## config.mk

```make
export PLATFORM = sky130hd
export DESIGN_NAME = cf_cycle_sequencer
export DESIGN_NICKNAME = d
export VERILOG_FILES = /design/src/rtl/cf_seq_pkg.sv /design/src/rtl/cf_wait_sync.sv /design/src/rtl/cf_cycle_sequencer.sv
export SDC_FILE = /design/constraint.sdc
export NUM_CORES = 1
export LEC_CHECK = 0
export CAP_MARGIN = 20
export CORE_UTILIZATION = 45
export CTS_BUF_LIST = sky130_fd_sc_hd__clkbuf_4 sky130_fd_sc_hd__clkbuf_8
export CTS_CLUSTER_DIAMETER = 200
export DETAILED_ROUTE_END_ITERATION = 8
export PLACE_DENSITY = 0.72
export SYNTH_ARGS = -nofsm -noshare
export SYNTH_HDL_FRONTEND = slang
export SYNTH_SLANG_ARGS = --single-unit
```

## constraint.sdc

```tcl
create_clock -name clk -period 2.4 [get_ports clk]
set_input_delay 0.24 -clock clk [delete_from_list [all_inputs] [get_ports clk]]
set_output_delay 0.24 -clock clk [all_outputs]
set_load 0.005 [all_outputs]
```

## src/rtl/cf_seq_pkg.sv

```systemverilog
// Shared constants and state encoding for the CompactFlash cycle sequencer.
// Holds the bus widths, the default timing values and the FSM state type.
package cf_seq_pkg;

    localparam int CF_ADDR_W = 11;
    localparam int CF_DATA_W = 8;

    localparam int DEF_SETUP_CYC   = 2;
    localparam int DEF_STROBE_CYC  = 4;
    localparam int DEF_HOLD_CYC    = 2;
    localparam int DEF_RESET_CYC   = 200;
    localparam int DEF_TIMEOUT_CYC = 255;
    localparam int DEF_CNT_W       = 8;

    typedef enum logic [2:0] {
        ST_CRST   = 3'd0,
        ST_IDLE   = 3'd1,
        ST_SETUP  = 3'd2,
        ST_STROBE = 3'd3,
        ST_WAITX  = 3'd4,
        ST_HOLD   = 3'd5,
        ST_FIN    = 3'd6
    } cf_state_t;

    // States in which CE#, REG#, address and write data are driven to the card.
    function automatic logic is_active(cf_state_t s);
        return (s == ST_SETUP) || (s == ST_STROBE) || (s == ST_WAITX) || (s == ST_HOLD);
    endfunction

    function automatic logic is_strobe(cf_state_t s);
        return (s == ST_STROBE) || (s == ST_WAITX);
    endfunction

endpackage

```

## src/rtl/cf_wait_sync.sv

```systemverilog
// Two-flop synchroniser for the card's asynchronous WAIT# line.
// Resets to 1 (card not requesting wait).
module cf_wait_sync (
    input  logic clk,
    input  logic reset,
    input  logic wait_b_async,
    output logic wait_b_sync
);

    logic meta;

    always_ff @(posedge clk or posedge reset) begin
        if (reset) begin
            meta        <= 1'b1;
            wait_b_sync <= 1'b1;
        end else begin
            meta        <= wait_b_async;
            wait_b_sync <= meta;
        end
    end

endmodule

```

## src/rtl/cf_cycle_sequencer.sv

```systemverilog
// CompactFlash 8-bit access sequencer: card reset, CE#/REG#/OE#/WE# timing and WAIT# handling.
// Define CF_WAIT_TIMEOUT_EN to abort WAIT#-extended strobes after TIMEOUT_CYC cycles (err=1).
module cf_cycle_sequencer
    import cf_seq_pkg::*;
#(
    parameter int SETUP_CYC   = DEF_SETUP_CYC,
    parameter int STROBE_CYC  = DEF_STROBE_CYC,
    parameter int HOLD_CYC    = DEF_HOLD_CYC,
    parameter int RESET_CYC   = DEF_RESET_CYC,
    parameter int TIMEOUT_CYC = DEF_TIMEOUT_CYC,
    parameter int CNT_W       = DEF_CNT_W
) (
    input  logic                 clk,
    input  logic                 reset,
    input  logic                 req,
    input  logic                 req_we,
    input  logic                 req_reg,
    input  logic [CF_ADDR_W-1:0] req_addr,
    input  logic [CF_DATA_W-1:0] req_wdata,
    output logic                 busy,
    output logic                 done,
    output logic                 err,
    output logic [CF_DATA_W-1:0] rdata,
    output logic                 cf_reset,
    output logic                 cf_ce_b,
    output logic                 cf_reg_b,
    output logic                 cf_oe_b,
    output logic                 cf_we_b,
    output logic [CF_ADDR_W-1:0] cf_addr,
    output logic [CF_DATA_W-1:0] cf_dout,
    output logic                 cf_dout_en,
    input  logic [CF_DATA_W-1:0] cf_din,
    input  logic                 cf_wait_b
);

    // Handshake: req is sampled only while busy=0 (IDLE); there is no queue and no
    // back-pressure, a req seen while busy is dropped. done pulses for one cycle, err
    // is qualified by done, and rdata stays valid until the next accepted req.

    localparam logic [CNT_W-1:0] SETUP_LD   = CNT_W'(SETUP_CYC - 1);
    localparam logic [CNT_W-1:0] STROBE_LD  = CNT_W'(STROBE_CYC - 1);
    localparam logic [CNT_W-1:0] HOLD_LD    = CNT_W'(HOLD_CYC - 1);
    localparam logic [CNT_W-1:0] RESET_LD   = CNT_W'(RESET_CYC - 1);
    localparam logic [CNT_W-1:0] TIMEOUT_LD = CNT_W'(TIMEOUT_CYC - 1);

    cf_state_t            state, state_n;
    logic [CNT_W-1:0]     cnt, cnt_n;
    logic                 crst_n;
    logic                 wait_s;

    logic                 we_q, reg_q;
    logic [CF_ADDR_W-1:0] addr_q;
    logic [CF_DATA_W-1:0] wdata_q;
    logic                 we_l, reg_l;
    logic [CF_ADDR_W-1:0] addr_l;
    logic [CF_DATA_W-1:0] wdata_l;
    logic                 act_n, stb_n, accept;

    cf_wait_sync u_wait_sync (
        .clk         (clk),
        .reset       (reset),
        .wait_b_async(cf_wait_b),
        .wait_b_sync (wait_s)
    );

    // In IDLE the pin registers must load from the live request, not the stale latch.
    assign accept  = (state == ST_IDLE) && req;
    assign we_l    = (state == ST_IDLE) ? req_we    : we_q;
    assign reg_l   = (state == ST_IDLE) ? req_reg   : reg_q;
    assign addr_l  = (state == ST_IDLE) ? req_addr  : addr_q;
    assign wdata_l = (state == ST_IDLE) ? req_wdata : wdata_q;

`ifdef CF_WAIT_TIMEOUT_EN
    logic tmo_n;
    logic err_q;
`endif

    always_comb begin
        state_n = state;
        cnt_n   = (cnt != '0) ? cnt - CNT_W'(1) : cnt;
        crst_n  = 1'b0;
`ifdef CF_WAIT_TIMEOUT_EN
        tmo_n   = 1'b0;
`endif
        case (state)
            ST_CRST: begin
                // cf_reset drops one cycle before IDLE so busy trails the card reset.
                crst_n = cf_reset && (cnt != '0);
                if (!cf_reset) state_n = ST_IDLE;
            end
            ST_IDLE: begin
                if (req) begin
                    state_n = ST_SETUP;
                    cnt_n   = SETUP_LD;
                end
            end
            ST_SETUP: begin
                if (cnt == '0) begin
                    state_n = ST_STROBE;
                    cnt_n   = STROBE_LD;
                end
            end
            ST_STROBE: begin
                if (cnt == '0) begin
                    if (!wait_s) begin
                        state_n = ST_WAITX;
                        cnt_n   = TIMEOUT_LD;
                    end else begin
                        state_n = ST_HOLD;
                        cnt_n   = HOLD_LD;
                    end
                end
            end
            ST_WAITX: begin
                if (wait_s) begin
                    state_n = ST_HOLD;
                    cnt_n   = HOLD_LD;
                end
`ifdef CF_WAIT_TIMEOUT_EN
                else if (cnt == '0) begin
                    state_n = ST_HOLD;
                    cnt_n   = HOLD_LD;
                    tmo_n   = 1'b1;
                end
`endif
            end
            ST_HOLD: begin
                if (cnt == '0) state_n = ST_FIN;
            end
            ST_FIN:  state_n = ST_IDLE;
            default: state_n = ST_CRST;
        endcase
    end

    assign act_n = is_active(state_n);
    assign stb_n = is_strobe(state_n);

    always_ff @(posedge clk or posedge reset) begin
        if (reset) begin
            state      <= ST_CRST;
            cnt        <= RESET_LD;
            cf_reset   <= 1'b1;
            cf_ce_b    <= 1'b1;
            cf_reg_b   <= 1'b1;
            cf_oe_b    <= 1'b1;
            cf_we_b    <= 1'b1;
            cf_addr    <= '0;
            cf_dout    <= '0;
            cf_dout_en <= 1'b0;
            rdata      <= '0;
            we_q       <= 1'b0;
            reg_q      <= 1'b0;
            addr_q     <= '0;
            wdata_q    <= '0;
        end else begin
            state      <= state_n;
            cnt        <= cnt_n;
            cf_reset   <= crst_n;
            cf_ce_b    <= !act_n;
            cf_reg_b   <= !(act_n && reg_l);
            cf_oe_b    <= !(stb_n && !we_l);
            cf_we_b    <= !(stb_n && we_l);
            cf_addr    <= act_n ? addr_l : '0;
            cf_dout    <= (act_n && we_l) ? wdata_l : '0;
            cf_dout_en <= act_n && we_l;
            if (accept) begin
                we_q    <= req_we;
                reg_q   <= req_reg;
                addr_q  <= req_addr;
                wdata_q <= req_wdata;
            end
            // Read data is taken on the same edge that raises OE#.
            if (is_strobe(state) && (state_n == ST_HOLD) && !we_q) begin
`ifdef CF_WAIT_TIMEOUT_EN
                rdata <= tmo_n ? 8'hFF : cf_din;
`else
                rdata <= cf_din;
`endif
            end
        end
    end

`ifdef CF_WAIT_TIMEOUT_EN
    always_ff @(posedge clk or posedge reset) begin
        if (reset)       err_q <= 1'b0;
        else if (accept) err_q <= 1'b0;
        else if (tmo_n)  err_q <= 1'b1;
    end
    assign err = (state == ST_FIN) && err_q;
`else
    assign err = 1'b0;
`endif

    assign busy = (state != ST_IDLE);
    assign done = (state == ST_FIN);

endmodule
```

* After elaboration in Yosys (flattened, before gate mapping)
Cells that the tools add are included.
Operators by class: multiplexer cells 22, add/subtract/negate cells 1, $lt $le $gt $ge 0, equal/unequal tests 11, multipliers 0, shifts and indexed selects 0, bitwise logic cells 0, reduce and logical (&&, ||, !) cells 22, divide/modulo/power cells 0
Operator list (number):
- 8-bit two-way mux | 8
- 8-bit one-hot mux with 4 select lines | 1
- 11-bit two-way mux | 2
- 3-bit one-hot mux with 7 select lines | 1
- 3-bit two-way mux | 6
- 3-bit equality test (second input constant) | 5
- 3-bit by 2-bit equality test with 1-bit output (second input constant) | 4
- 1-bit logical AND | 8
- 8-bit zero test | 1
- 8-bit nonzero test | 1
- 8-bit by 1-bit subtractor with 8-bit output (second input constant) | 1
- 1-bit zero test | 6
- 1-bit logical OR | 5
- 1-bit two-way mux | 4
- 3-bit by 1-bit equality test with 1-bit output (second input constant) | 1
- 3-bit zero test | 1
- 3-bit by 1-bit inequality test with 1-bit output (second input constant) | 1
Storage, ports and cells: memories kept 0, logic and storage cells 73, input bits 33, memory bits (writable) 0, bits in read-only memories 0, bits in registers 67, bits in latches 0, output and inout port bits 36

* Depth between registers and ports, before layout
Gate-level depths: netlist of run 1.
depth after elaboration 9, mapped depth 9, depth with buffers taken out 9

* Hierarchy
Synthesis of run 1 repeated with hierarchy kept, for this count alone.
Second synthesis, totals: cells, all modules 275, area total of the unflattened synthesis 3037.9 µm²
Modules (own cells, without submodules):
- cf_cycle_sequencer | cells an instance 272, instances 1, area an instance 2981.6 µm², sequential area each 1639.1 µm²
- cf_wait_sync | cells an instance 3, instances 1, area an instance 56.3 µm², sequential area each 52.6 µm²

* Least setup slack after synthesis of run 1
No wires, ideal clock.
path kind flip-flop to flip-flop, start reg cnt[0], end reg rdata[0], stages on the path, launching flop included 8, setup slack 426 ps, data required time 2275 ps, arrival time 1849 ps, period minus slack after synthesis 1974 ps, path buffers 0, setup time 125 ps, path through dfstp_2 inv_1 ha_1 nor2b_1 nand3_1 o31ai_4 o211ai_4 mux2_4
Between the ends: longest elaborated chain between the ends 6, elaborated cells between the ends (all ways) 8, classes of those cells eq/ne (1); mux (4); reduce/logical (3)
RTL lines:
- from (decl) | line cf_cycle_sequencer.sv:47 | logic [CNT_W-1:0] cnt, cnt_n;
- from (signal assigned) | line cf_cycle_sequencer.sv:157 | cnt <= cnt_n;
- 8-bit zero test (*) | line cf_cycle_sequencer.sv:98, cf_cycle_sequencer.sv:104, cf_cycle_sequencer.sv:128
- 3-bit two-way mux, on equally long branches | line cf_cycle_sequencer.sv:128, cf_cycle_sequencer.sv:98, cf_cycle_sequencer.sv:104
- 3-bit one-hot mux with 7 select lines (*) | line cf_cycle_sequencer.sv:85 | case (state)
- 3-bit equality test (*) | line cf_cycle_sequencer.sv:173 | if (is_strobe(state) && (state_n == ST_HOLD) && !we_q) begin
- 1-bit logical AND (*) (2 in a row) | line cf_cycle_sequencer.sv:173
- to (signal assigned) | line cf_cycle_sequencer.sv:177 | rdata <= cf_din;
- to (decl) | line cf_cycle_sequencer.sv:23 | output logic [CF_DATA_W-1:0] rdata,
Every way passes the cells marked *; elsewhere a longest branch is shown, timed or not. A chain may end at the register's enable or synchronous reset.

* Final worst setup path of run 1
start reg state[1], end out busy
Between the ends: longest elaborated chain between the ends 1
RTL lines:
- from (decl) | line cf_cycle_sequencer.sv:46 | cf_state_t state, state_n;
- from (signal assigned) | line cf_cycle_sequencer.sv:156 | state <= state_n;
- 3-bit by 1-bit inequality test with 1-bit output | line cf_cycle_sequencer.sv:194 | assign busy = (state != ST_IDLE);
- to (decl) | line cf_cycle_sequencer.sv:20 | output logic busy,
Every way passes these cells.

==> results of run 1 <==
-- power by group --
part | switching (mW) | internal (mW) | leakage, nW
registers | 0.291 | 1.70 | 0.817
clock network | 0.418 | 0.388 | 0.0938
logic | 1.08 | 1.28 | 0.842
total | 1.79 | 3.37 | 1.75
-- per-stage QoR --
step | cells | power [mW] | hold slack, ns | instance area, sq um | setup WS [ns]
finish | 428 | 5.16 | 0.217 | 3990 | 0.221
global route | 428 | 5.56 | 0.237 | 3990 | 0.0636
CTS | 428 | 5.24 | 0.213 | 3990 | 0.182
detailed placement | 412 | 4.39 | 0.349 | 3810 | 0.266
global placement | 412 | 4.32 | 0.347 | 3810 | 0.334
floorplan | 274 | 3.41 | 0.244 | 3040 | 0.426
-- area by class of cell --
type	instances	share of cell area
clock inverter	6	0.0104
multi-input combinational	184	0.312
inverter	8	0.00753
tap	77	0.0242
sequential	67	0.424
clock buffer	10	0.0330
timing repair buffer	76	0.188
-- registers in the layout (all words and copies together) (netlist names), 3 cells and up --
name	cells
state	3
wdata_q	8
cf_dout	8
cf_addr	11
cnt	8
addr_q	11
rdata	8
-- synth_stat cells (2+ instances only) --
cell and n:
sky130_fd_sc_hd__dfrtp_1 55, sky130_fd_sc_hd__nand2_1 55, sky130_fd_sc_hd__a21oi_1 27, sky130_fd_sc_hd__mux2_2 20
sky130_fd_sc_hd__dfstp_2 12, sky130_fd_sc_hd__mux2_4 9, sky130_fd_sc_hd__nor2_1 9, sky130_fd_sc_hd__inv_1 8
sky130_fd_sc_hd__buf_2 7, sky130_fd_sc_hd__clkbuf_1 6, sky130_fd_sc_hd__o21ai_0 6, sky130_fd_sc_hd__a31oi_1 4
sky130_fd_sc_hd__nor2b_1 4, sky130_fd_sc_hd__nor3_1 4, sky130_fd_sc_hd__xnor2_1 4, sky130_fd_sc_hd__and2_1 3
sky130_fd_sc_hd__ha_1 3, sky130_fd_sc_hd__nand2b_1 3, sky130_fd_sc_hd__nand3_1 3, sky130_fd_sc_hd__nand3b_1 3
sky130_fd_sc_hd__o21bai_1 2, sky130_fd_sc_hd__o22ai_1 2, sky130_fd_sc_hd__or3_1 2, sky130_fd_sc_hd__xor2_1 2
-- per-layer routing --
metal,routed length (um),share of wire
met5,0,0
met4,50,0.0079
met3,281,0.045
met1,2770,0.44
met2,3200,0.51
-- cells by family (layout without fill, tap and decap cells) --
kind of cell	after synthesis	after routing	share of synthesized area
AND/OR/NAND/NOR	95	95	0.149
adder cells (fa/ha/maj)	3	3	0.0124
AO/OA/AOI/OAI	50	50	0.109
flip-flops	67	67	0.557
multiplexers	29	29	0.119
other	1	1	0.00123
XOR/XNOR	6	6	0.0173
buffers and inverters	23	100	0.0350
-- final timing paths --
kind | start | endpoint | cells past startpoint
hold reg to reg | u_wait_sync.meta | u_wait_sync.wait_b_sync | 0
max in group asynchronous | reset | u_wait_sync.wait_b_sync | 3
setup reg to reg | cnt[0] | rdata[4] | 7
setup / recovery | state[1] | busy | 4
hold / removal | reset | rdata[1] | 2
min in group clk | cf_wait_b | u_wait_sync.meta | 1
==> results.txt, run 1 <==
The clock net in this run drives a total of 67 sinks. Counting flops with a built-in enable in the synthesized netlist gives 0. The first global-routing pass estimated 10700 um of wire. Registers take 0.00169 sq mm. The area share of the leading cell type in the synthesized netlist is 0.453, and the count of input and output buffers is 67.

Async set-reset flop share out of synthesis: 1.00. The minimum clock period is 2.18 ns. The run finished, with violations left.

The area growth from synthesis to layout is 31.3%. The number of max-slew violations in the final report came out at 0. The logs give 0.327 for the global-route met2 utilization and 532 for the final-layout fill cell count. The wire-length estimate of the detail-placed layout is 4470 um. The final reports fail on DRC.

The worst-case IR drop observed on VDD is 676 uV. For this design, the slowest cell found on the critical path is sky130_fd_sc_hd__clkdlybuf4s50_1. TritonCTS built the clock tree. A synthesized cell averages 11.1 sq um.

Worst endpoint required time: 2.16 ns. Minimum setup slack among reg-to-reg paths: 0.25 ns. Most used flip-flop cell after synthesis: sky130_fd_sc_hd__dfrtp_1. The largest single stage delay on the critical path is 0.47 ns. Row generation in the floorplan step produced 29 rows. The wire length per cell came out at 14.7 um. At the worst endpoint, the arrival time is 1.94 ns.

The die area came out at 0.00708 sq mm. The number of hold buffers added after CTS was 0. Summed over all layers, the global routing overflow is 0.

After the last flow step, the layout net total stands at 382. By area the synthesized netlist is led by sky130_fd_sc_hd__dfrtp_1 45%, sky130_fd_sc_hd__dfstp_2 10%, sky130_fd_sc_hd__mux2_2 7.4%. The number of buffer and inverter stages on the critical path came out at 3. Fraction of the cycle the final worst path needs: 0.908. The type of the setup path with the least slack was register to output pin.

The final core utilization is 0.621. STA classifies the critical path startpoint as a register. The logs give 2236 for the number of global-route vias before repair and 0.00304 sq mm for the post-synthesis cell area.

The worst setup skew after layout is 0.0112 ns, and the leakage power is 1.75 nW. Register bit count reported by yosys: 67. Setup repair after global routing left no endpoint under its margin. The run gives 0.0580 as the fraction of met3 tracks used by global routing. Among cell families on the critical path, the largest total delay comes from buffers and inverters. The detailed router placed 2221 vias in this run. Synthesis handed over a netlist of 274 instances. The tools report the initial cell density of the core as 0.473. The number of setup buffers added after CTS is 0.

After detailed routing, the number of remaining DRC violations is 2. The tightest min-delay check is of the input port to asynchronous set/reset pin type. The largest net degree at the start of global routing is 50, and the final hold violation count is 0. Leaving out fill and tap cells, the most frequent cell in the layout is sky130_fd_sc_hd__clkdlybuf4s50_1.

The proportion of layout cells with a drive suffix above 1 was 0.214; the number of buffers created by CTS was 9. Along the worst path, the maximum fanout reaches 12. The cell sitting at the root of the clock tree is a sky130_fd_sc_hd__clkbuf_8. Gates resized during post-CTS repair numbered 0.

At the later pin of the worst-skew pair, clock insertion delay measures 0.33 ns. The buffer depth of the longest clock path is 2, and the number of vias per cell after detailed routing is 5.19. The post-route antenna net violation count is 0, and the die height is 84.1 um. The horizontal extent of the die works out to 84.1 um. The antenna cell count came out at 0. The worst setup path is captured at an output pin. The I/O pin count was 69.

The tools report the setup TNS as 0 ns. When the netlist entered floorplanning its net count stood at 310. The core region is 0.00642 sq mm.

In the layout the commonest cells are 67 x sky130_fd_sc_hd__clkdlybuf4s50_1, 55 x sky130_fd_sc_hd__nand2_1, 55 x sky130_fd_sc_hd__dfrtp_1. For this block, the routed nets add up to 6300 um of wire. The met1 track demand over resource in global routing came out at 0.244.

The multi-input combinational cells in the finished layout cover a total of 0.00124 sq mm. sky130_fd_sc_hd__dfrtp_1 takes more of the synthesized area than any other cell. Dividing total power by cell area gives a power density of 1290 mW/mm^2. The tools report the number of warning messages in the yosys log as 0.

The initial antenna violation count was 0. For this run, the top clock speed supported by timing is 459 MHz. Setup violations remaining at the end of the flow were counted as 0.

The fraction of the yosys area taken by sequential cells came out at 0.557. The layer carrying the most global-route usage is met2. The distinct cell type count after synthesis was 45. After clock tree synthesis, the clock-pin slew on the worst setup and hold paths is 0.07 ns. Max-cap violations in this run came to 0. The depth of the CTS H-tree was 3; the total global routing track utilization was 0.196. The critical path goes through buf_4 -> nor3b_4 -> inv_1 -> clkdlybuf4s50_1. The tools report the final RePlAce weighted congestion as 0.942.

The logs give 151 for the detailed router's first-iteration violation count and 6 for the count of TritonRoute iterations in the first routing pass.
No activity file was read; power rests on OpenSTA's default activity.
==> run 2: changes to the inputs <==
- CORE_UTILIZATION: 45 -> 52
- PLACE_DENSITY: 0.72 -> 0.81
==> run 2 against run 1 <==
The flow now finishes without violations. Highest routed layer unchanged. Combinational power down 2%. Maximum frequency decreased by 0.22%. Largest cell class unchanged. Critical path type is now register to register. Via count is 0.81% higher. Global-route usage grew 3.0 points. Largest power group unchanged.
==> results.txt, run 2 (same netlist as run 1, synthesis figures left out) <==
The first global-routing pass estimated 10300 um of wire. Setup slack on the worst reg-to-reg path comes out at 0.22 ns. The total global routing track utilization is 0.226. Setup violations remaining at the end of the flow were counted as 0. The library cells used most frequently in the layout, excluding fill and tap cells, are 67 x sky130_fd_sc_hd__clkdlybuf4s50_1, 55 x sky130_fd_sc_hd__nand2_1, 55 x sky130_fd_sc_hd__dfrtp_1. Of all nets on the critical path, the largest fanout is 8.

The fraction of the cycle the final worst path needs was 0.910; the count of TritonRoute iterations in the first routing pass was 4. Leading cell type in the layout, fill and taps excluded: sky130_fd_sc_hd__clkdlybuf4s50_1. The antenna cell count is 0, and the number of remaining DRC errors is 0. Traced cell by cell, the critical path runs through inv_1 -> ha_1 -> nor2b_1 -> a31oi_1 -> o21a_1 -> o211ai_4 -> mux2_4. The count of input and output buffers is 67. Max-cap violations in this run came to 0. Excluding fillers, the count of instances in the completed layout stands at 421.

The die covers 0.00615 sq mm. The setup TNS was 0 ns. TritonCTS built the clock tree.

In the final design database the tool counted 380 nets. Counting along the longest clock path gives a buffer depth of 2. Compared with the post-synthesis result, the final layout area differs by 32.3%. The run gives 0.545 as the initial cell density of the core. In the final layout, the registers with the most flip-flops are addr_q: 11 flops, cf_addr: 11 flops.

The run gives 2175 as the number of global-route vias before repair. For the setup slack after layout, the log shows 0.216 ns. For this design the static power due to leakage is 1.76 nW. The initial antenna violation count was 0; the post-route antenna net violation count was 0. The number of vias after detailed routing came out at 2239. Measured along the y axis, the die boundary spans 78.4 um. The number of gates resized after cts came out at 0.

The proportion of layout cells with a drive suffix above 1 was 0.209. Data arrives at the worst endpoint at 2.41 ns. After floorplanning, the core was divided into 27 placement rows. Final hold violation count: 0. The number of vias per cell after detailed routing came out at 5.32. For the depth of the CTS H-tree, the log shows 3.

Among all stages on the critical path, the largest delay is contributed by sky130_fd_sc_hd__o211ai_4. The tightest min-delay check is of the input port to asynchronous set/reset pin type. Once placement completed, the tool counted placed cells totaling 405.

For the core area, the log shows 0.00557 sq mm. For this run, the slowest stage of the critical path takes 0.41 ns. For this design the ratio of total power to cell area is 1350 mW/mm^2.

Detailed router's first-iteration violation count: 222. The I/O pin count came out at 69. The die is 78.4 um wide.

Setup repair after global routing left no endpoint under its margin. The largest net degree at the start of global routing is 68, and the final-layout fill cell count is 386. The final RePlAce weighted congestion is 0.859. Data on the critical path is required at its endpoint by 2.63 ns. The type of the setup path with the least slack was register to register. The number of max-slew violations in the final report is 0. The maximum frequency from static timing analysis is 458 MHz, and the worst setup skew after layout is 0.00927 ns. The HPWL after detailed placement is 4190 um. The root buffer cell chosen for the clock tree is sky130_fd_sc_hd__clkbuf_8. Before CTS, the worst setup slack after placement is 0.252 ns. The flip-flop and latch area was 0.00169 sq mm; the post-layout total power was 5.42 mW. The worst register-to-register path has a depth of 7.

The logs give 0 for the final global-route overflow total and 864 uV for the peak supply drop. Minimum clock period: 2.18 ns. The worst setup path is launched from a register. The run finished with clean final reports.

The worst setup path is captured at a register. Dividing the detail-routed wire length by the instance count gives 15.2 um. Clock-pin slew was measured on the worst setup and hold paths at 0.07 ns. Counting the buffers created by CTS gives 9. For the worst-skew pair, the clock arrives at the later sink with an insertion delay of 0.34 ns. The cts-stage hold buffer count is 0, and the multi-input gate area in the final layout is 0.00124 sq mm. CTS saw 67 sinks. Final wirelength: 6380 um. After clock tree synthesis, the setup repair step added 0 buffers.
-- run 2: changes by cell type in the layout (fill, tap and decap cells not counted), sizes merged --
cell / previous run / this run
clkinvlp: 0 / 1
bufinv: 0 / 2
clkbuf: 10 / 12
buf: 9 / 7
clkinv: 5 / 1
inv: 9 / 8
-- run 2: layout make-up --
class,count,area share
multi-input cells,184,0.308
repair buffers,74,0.183
clock inverters,4,0.0181
clock buffers,12,0.0396
inverters,8,0.00747
flip-flops and latches,67,0.421
well taps,72,0.0224
-- run 2: report_power, final --
group          internal (mW)  switching, mW  leakage [nW]
sequential              1.70          0.325         0.817
clock                  0.652          0.419         0.116
combinational           1.26           1.06         0.831
total                   3.61           1.80          1.76
-- run 2: worst paths after layout --
| check | end | start |
|---|---|---|
| min | rdata[1] | reset |
| min reg2reg | u_wait_sync.wait_b_sync | u_wait_sync.meta |
| max in group asynchronous | cnt[6] | reset |
| max | rdata[4] | cnt[0] |
| min in group clk | u_wait_sync.meta | cf_wait_b |
| max reg2reg | rdata[4] | cnt[0] |
-- run 2: per-layer routing --
metal / track usage / part of all wire / vias to the layer above
met5: 0 / 0 / -
met4: 0.106 / 0.014 / 0
met3: 0.0744 / 0.076 / 8
met2: 0.347 / 0.49 / 79
met1: 0.290 / 0.42 / 1088
li1: - / - / 1064
-- run 2: stage by stage --
step	hold WS [ns]	utilization	instance area, sq um
4_1_cts	0.289	0.721	4020
6_report	0.285	0.721	4020
3_3_place_gp	0.347	0.679	3790
2_1_floorplan	0.244	-	3040
3_5_place_dp	0.347	0.679	3790
5_1_grt	0.302	0.721	4020
-- run 2: critical path: cells and delay by family, from the launching register on --
family / cells / cell delay (ns)
buf+inv: 1 / 0.10
mux: 1 / 0.34
flops: 1 / 0.39
fa+ha+maj: 1 / 0.16
simple gates: 1 / 0.26
compound gates: 3 / 0.79
==> run 3: changes to the inputs <==
- SLEW_MARGIN: unset -> 40
- TNS_END_PERCENT: unset -> 10
- clock period: 2.4 -> 2.45 ns (I/O delays scaled with it)
==> run 3 against run 2 <==
Final cell count grew 0.24%. Flip-flop and latch count is the same. Clock power grew 5%. Power shrank 1.1%. Critical endpoint is now rdata[3]. Largest cell class unchanged. Highest routed layer unchanged.
==> results.txt, run 3 (same netlist as run 1, synthesis figures left out) <==
For this run, design rule violations remaining after detail routing come to 0. The run gives 0 as the post-route antenna net violation count. STA classifies the critical path endpoint as a register. After legalization and detailed placement, the total HPWL measured 4260 um. For the final database, setup skew stands at 0.00685 ns. The number of vias after detailed routing is 2244, and the buffer depth of the longest clock path is 2. The final core utilization is 0.722.

Buffers inserted during clock tree synthesis total 9. The clock sink count is 67. The endpoint arrival time on the critical path came out at 2.41 ns. CTS built an H-tree with a depth of 3. Post-CTS timing repair inserted 0 buffers for setup. Setup repair after global routing left no endpoint under its margin. The initial cell density of the core is 0.545, and the logic depth of the worst register-to-register path is 7.

The horizontal extent of the die is 78.4 um, and the setup TNS is 0 ns. After floorplanning, the core was divided into 27 placement rows. The first global-routing pass estimated 10400 um of wire.

STA classifies the critical path startpoint as a register. The run gives 457 MHz as the maximum frequency from static timing analysis. In this run, the number of DRC markers left after iteration 0 of detailed routing was 191. For the worst setup path, the data required time is 2.67 ns.

The wire length per cell was 14.9 um. Walking the worst path, the cells encountered are inv_1 -> ha_1 -> nor2b_1 -> a31oi_1 -> o21a_1 -> o211ai_4 -> mux2_4. The die height was 78.4 um. In this design, the largest share of critical-path delay is due to compound AO/OA/AOI/OAI gates.

Before antenna repair, the detailed router went through 4 iterations. The tools report the number of global-route vias before repair as 2167. The largest individual stage delay along the critical path comes from the cell sky130_fd_sc_hd__o211ai_4.

Using the TritonRoute via totals, the vias-per-cell ratio works out to 5.32. In this run the worst path has a maximum fanout of 8. The area growth from synthesis to layout is 32.6%. After global routing the overflow that remains totals 0.

The antenna cell count came out at 0. The power per standard cell area is 1330 mW/mm^2. The run gives 0 as the final hold violation count.

The leading cell type in the layout, fill and taps excluded is sky130_fd_sc_hd__clkdlybuf4s50_1. The cts-stage hold buffer count was 0. The run finished with clean final reports.

In this run the number of cells on the critical path is 7. TritonCTS built the clock tree. The clock latency at the later pin of the worst-skew pair is 0.34 ns.

In the layout the commonest cells are 67 x sky130_fd_sc_hd__clkdlybuf4s50_1, 55 x sky130_fd_sc_hd__nand2_1, 55 x sky130_fd_sc_hd__dfrtp_1. The total of endpoints with negative setup slack in the final report was 0; the die area was 0.00615 sq mm. The proportion of layout cells with a drive suffix above 1 is 0.211. The setup path with the least slack is of type register to register. Library cell used as clock root buffer: sky130_fd_sc_hd__clkbuf_8. The number of max-slew violations in the final report came out at 0. For the leakage power, the log shows 1.77 nW. The logs give 0 for the initial antenna violation count and 381 for the final-stage net count. Entering global routing, the biggest net connects 35 pins.

The largest single stage delay on the critical path is 0.41 ns. The number of gates resized after cts was 0; the core area was 0.00557 sq mm. Clock-pin slew was measured on the worst setup and hold paths at 0.08 ns. The count of input and output buffers was 67. For the total global routing track utilization, the log shows 0.224.

Worst min-delay path category: input port to asynchronous set/reset pin. The largest registers in the layout are addr_q: 11 flops, cf_addr: 11 flops. The fraction of the cycle the final worst path needs works out to 0.892. The number of buffer and inverter stages on the critical path is 1, and the peak supply drop is 710 uV. The I/O pin count is 69.

The final wirelength was 6290 um; the final RePlAce weighted congestion was 0.875. The minimum clock period was 2.19 ns; the number of maximum-capacitance constraint violations was 0.
## run 3: cell types whose count changed in the layout (fill, tap and decap cells not counted), sizes merged
cell / delta
buf: +1
bufinv: +1
clkbuf: -2
clkinv: +1
clkinvlp: -1
inv: +1
## run 3: worst paths after layout
kind                                  start                 endpoint  slack, ns
max reg2reg                          cnt[0]                 rdata[3]       0.26
max                                  cnt[0]                 rdata[3]       0.26
min                                   reset               cf_addr[3]       0.32
max in group asynchronous             reset         u_wait_sync.meta       1.78
min reg2reg                u_wait_sync.meta  u_wait_sync.wait_b_sync       0.35
min in group clk                  cf_wait_b         u_wait_sync.meta       0.32
## run 3: cell type report
cell class                      count  area, sq um
Inverter                            8         30.0
Clock buffer                       10          131
Timing Repair Buffer               75          731
Tap cell                           72         90.1
Fill cell                         400         1550
Multi-Input combinational cell    184         1240
Clock inverter                      6          113
Sequential cell                    67         1690
## run 3: where the power goes
part           switching, mW  internal, mW  total (mW)  leakage (nW)
registers              0.316          1.67        1.98         0.817
clock network          0.429         0.691        1.12         0.124
logic                   1.02          1.23        2.26         0.831
## run 3: tightest hold or removal path, delay by kind of cell
kind / cells / cell delay [ns]
buffers and inverters: 3 / 0.83
## run 3: stage by stage
stage	power [mW]	setup WS (ns)	hold WS (ns)	instances	area [sq um]
final	5.36	0.263	0.318	422	4030
after global routing	5.70	0.141	0.329	422	4030
after CTS	5.39	0.296	0.312	422	4030
after detailed placement	4.25	0.295	0.351	406	3780
after global placement	4.19	0.383	0.348	406	3780
after floorplan	3.34	0.476	0.249	274	3040
## run 3: routing by layer
layer  global-route usage  part of all wire  vias to the layer above  routed length (um)
met5                    0                 0                        -                   0
met4               0.0981             0.015                        0                  95
met3               0.0605             0.069                        9                 435
met2                0.346              0.47                       71                2960
met1                0.298              0.45                     1096                2800
li1                     -                 -                     1068                   -
==> edit 1, RTL diff (settings of run 1) <==
`CF_ADDR_W`: 11 -> 10.
--- a/src/rtl/cf_seq_pkg.sv
+++ b/src/rtl/cf_seq_pkg.sv
@@ -2,7 +2,7 @@
 // Holds the bus widths, the default timing values and the FSM state type.
 package cf_seq_pkg;
 
-    localparam int CF_ADDR_W = 11;
+    localparam int CF_ADDR_W = 10;
     localparam int CF_DATA_W = 8;
 
     localparam int DEF_SETUP_CYC   = 2;
Interface: changed (resized cf_addr and req_addr); port bits go from 69 to 67. The function was not compared with the original's and may differ.
==> edit 1 against run 1 <==
Area after synthesis shrank 6.5%. Highest routed layer unchanged. Sequential cell count shrank 2. First-iteration DRC count shrank 26%. Routed wire length shrank 1.8%. Setup slack lost 0.18 ns. Design area shrank 2.3%.
Power is not compared: it rests on default switching activity, and its combinational part moved more than twofold at a synthesized area within 25%.
==> edit 1: results (changes against run 1) <==
| Metric | Value |
|---|---|
| Gr usage total | 21.1% (+1.6 points) |
| Multi-input gates | 166 (-9.8%) |
| GP Congestion | 0.815 (-14%) |
| Min Hold Slack | 0.151 ns (-0.0663 ns) |
| Worst Reg-to-Reg Cells | 5 (-2) |
| Final WL | 6.19 mm (-1.8%) |
| Outcome | finished, final reports clean |
| Routed vias/inst | 5.16 (-0.48%) |
| Buffers, non-clock | 84 (+11%) |
| Critical path's slowest cell | or4_4 |
| NonClk Buf Share | 20.7% (+1.9 points) |
| Final Skew | 0.00785 ns (-0.00331 ns) |
| First-pass GRT wire length | 10.3 mm (-4.1%) |
| Largest net degree at the start of global routing | 55 (+10%) |
| Syn Nets | 287 (-7.4%) |
| Fin nets | 369 (-3.4%) |
| Arr. time, crit path | 2.58 ns (+0.64 ns) |
| Port bufs | 65 (-3.0%) |
| Worst setup path start | cnt[4]$_DFF_PP0_ |
| Register area share after synthesis | 57.8% (+2.1 points) |
| Ranking of synthesized cells by area | dfrtp_1 47%, dfstp_2 11%, mux2_2 11%, nand2_1 5.7%, a21oi_1 4.4% |
| FMAX | 424 MHz (-7.6%) |
| Reg-to-reg slack, setup | 0.04 ns (-0.21 ns) |
| Final total power | 2.24 mW |
| Vias in the first global route | 2207 (-1.3%) |
| Synth Register Bits | 65 (-3.0%) |
| Routed wire per std cell | 14.9 um (+1.5%) |
edit 1: cell types whose count changed after synthesis, sizes merged, moves of 3 or more:
cell | run 1 | this run
buf | 9 | 6
nor4 | 0 | 3
a31oi | 4 | 1
a21oi | 28 | 25
nand2 | 55 | 43
edit 1: logic make-up (layout without fill, tap and decap cells):
logic type | Yosys count | after routing | share of synthesized area [%]
AOI/OAI and AO/OA | 45 | 45 | 9.56
xor gates and xnor gates | 5 | 5 | 1.54
adders and majority gates | 3 | 3 | 1.32
buffers and inverters | 21 | 108 | 3.31
DFF | 65 | 65 | 57.8
muxes | 29 | 29 | 11.5
other | 1 | 1 | 0.132
and+or+nand+nor | 83 | 83 | 14.9
edit 1: per-layer routing:
| metal | share of wire [%] | global-route usage, % | vias up |
|---|---|---|---|
| li1 | - | - | 1023 |
| met1 | 42 | 26.7 | 1047 |
| met2 | 50 | 33.3 | 60 |
| met3 | 6.0 | 5.67 | 8 |
| met4 | 1.7 | 10.9 | 0 |
| met5 | 0 | 0 | - |
==> edit 2, RTL diff (flow settings as in run 1) <==
Made on the original files. Take the reset off `cf_dout` and load it in a clocked block of its own.
--- a/src/rtl/cf_cycle_sequencer.sv
+++ b/src/rtl/cf_cycle_sequencer.sv
@@ -145,7 +145,6 @@
             cf_oe_b    <= 1'b1;
             cf_we_b    <= 1'b1;
             cf_addr    <= '0;
-            cf_dout    <= '0;
             cf_dout_en <= 1'b0;
             rdata      <= '0;
             we_q       <= 1'b0;
@@ -161,7 +160,6 @@
             cf_oe_b    <= !(stb_n && !we_l);
             cf_we_b    <= !(stb_n && we_l);
             cf_addr    <= act_n ? addr_l : '0;
-            cf_dout    <= (act_n && we_l) ? wdata_l : '0;
             cf_dout_en <= act_n && we_l;
             if (accept) begin
                 we_q    <= req_we;
@@ -180,6 +178,10 @@
         end
     end
 
+    always_ff @(posedge clk) begin
+        cf_dout <= (act_n && we_l) ? wdata_l : '0;
+    end
+
 `ifdef CF_WAIT_TIMEOUT_EN
     always_ff @(posedge clk or posedge reset) begin
         if (reset)       err_q <= 1'b0;
Check against the original RTL: no difference found for any inputs over 10 cycles, from zero or initial values and one cycle with reset high; that may be too few to reach the edited logic, so the function may still have changed.
==> edit 2 against run 1 <==
Design area decreased by 2.1%. The run ends with negative setup slack left. Critical endpoint is now rdata[1]$_DFFE_PP0P_. Highest routed layer unchanged. Via count decreased by 3.2%. Setup slack got worse by 0.23 ns. Worst hold slack got worse by 0.0037 ns. Routed wire length decreased by 3.2%. Area after synthesis decreased by 5.4%. Sequential cell count unchanged. Power decreased by 10%.
==> edit 2: results (changes against run 1) <==
| Metric | Value |
|---|---|
| Placed instance area | 3710 um^2 (-2.8%) |
| Setup_tns | -0.0148 ns (-0.0148 ns) |
| Complex-gate fraction of the synthesized area | 8.05% (-2.9 points) |
| Post-route setup slack | -0.00971 ns (-0.231 ns) |
| Met1 Use GR | 25.6% (+1.2 points) |
| Register area share after synthesis | 57.5% (+1.8 points) |
| Leakage | 1.71 nW (-2.5%) |
| Met1 wire length | 2.66 mm (-3.8%) |
| Outcome | complete, but fails checks |
| Crit Path Class | flip-flop to flip-flop |
| Post-place setup slack | -0.0248 ns (-0.291 ns) |
| Largest net degree at the start of global routing | 22 (-56%) |
| Fillers | 478 (-10%) |
| Reg2reg end | rdata[1]$_DFFE_PP0P_ |
| Port bufs | 67 (unchanged) |
| CP delay by family, top | simple AND/OR/NAND/NOR gates |
| Xor/xnor share of the synthesized area | 1.52% (-0.21 points) |
| Vias | 2151 (-3.2%) |
| Worst Reg-to-Reg Cells | 7 (unchanged) |
| Syn Nets | 294 (-5.2%) |
| Failing checks | negative setup slack |
| Synthesized-area fraction occupied by adder cells | 1.31% (+0.070 points) |
| First-pass GRT wire length | 10.3 mm (-4.1%) |
| Yosys warning count | 0 (unchanged) |
| Power share of the sequential group | 42.2% (+3.6 points) |
| Comb. pwr | 1.72 mW (-27%) |
| Post-DP HPWL | 4.28 mm (-4.3%) |
| Final setup fails | 5 (+5) |
| Metal3 WL | 459 um (+63%) |
| Worst VDD drop | 0.694 mV (+2.7%) |
| Commonest cells in the netlist | 51 x nand2_1, 47 x dfrtp_1, 28 x a21oi_1 |
| Min Hold Slack | 0.214 ns (-0.00373 ns) |
| Initial DRC count | 119 (-21%) |
| Critical path's slowest cell | or4_4 |
| Routed vias/inst | 5.13 (-1.1%) |
| CP peak stage delay | 0.55 ns (+0.08 ns) |
| Arr. time, crit path | 2.63 ns (+0.69 ns) |
| Gr usage total | 21.0% (+1.4 points) |
| Placed Cells incl. Taps | 403 (-2.2%) |
| Final Skew | 0.00636 ns (-0.00480 ns) |
| Switching Fraction | 29.6% (-5.1 points) |
| Syn avg cell area | 11.1 um^2 (+0.51%) |
| GP Congestion | 0.814 (-14%) |
| Post-synthesis mux area share | 13.1% (+1.2 points) |
| DRT Pass-1 Iters | 4 (-2) |
| Later-pin clock latency in the skew report | 0.34 ns |
| GR Layer Usage met2 | 33.6% (+0.84 points) |
| Wire length on met2 | 2.96 mm (-7.5%) |
| Critical path fanouts, max | 8 (-4) |
| Share of cells above drive strength 1 | 24.7% (+3.3 points) |
| PostCTS Resize Cnt | 0 (unchanged) |
| Ranking of synthesized cells by area | dfrtp_1 41%, dfstp_2 11%, mux2_2 8.2%, nand2_1 6.7%, dfxtp_1 5.6% |
| Met3 Usage GRT | 8.33% (+2.5 points) |
| CTS clk-pin slew, worst paths | 0.08 ns |
| Comb pwr share | 37.2% (-8.6 points) |
| Async set-reset flop share out of synthesis | 88.1% (-12 points) |
| Worst setup path start | cnt[3]$_DFF_PP0_ |
| Routed wire per std cell | 14.5 um (-1.1%) |
| Fin nets | 375 (-1.8%) |
edit 2: changes by cell type in the layout (fill, tap and decap cells not counted), sizes merged, moves of 2 or more:
| cell | run 1 | this run |
|---|---|---|
| and3 | 1 | 3 |
| buf | 9 | 17 |
| clkinv | 5 | 2 |
| clkinvlp | 0 | 2 |
| dfrtp | 55 | 47 |
| dfxtp | 0 | 8 |
| mux2i | 0 | 2 |
| nand2 | 55 | 51 |
| nor2b | 4 | 2 |
| nor4 | 0 | 2 |
| o21ai | 6 | 2 |
| o21bai | 2 | 0 |
| o22ai | 2 | 0 |
edit 2: area by class of cell:
cell class | instances | area (um^2) | area share (%)
sequential | 67 | 1650 | 42.3
multi-input combinational | 168 | 1120 | 28.8
timing repair buffer | 84 | 798 | 20.5
clock buffer | 10 | 138 | 3.53
tap | 75 | 93.8 | 2.41
clock inverter | 6 | 63.8 | 1.64
inverter | 9 | 33.8 | 0.866
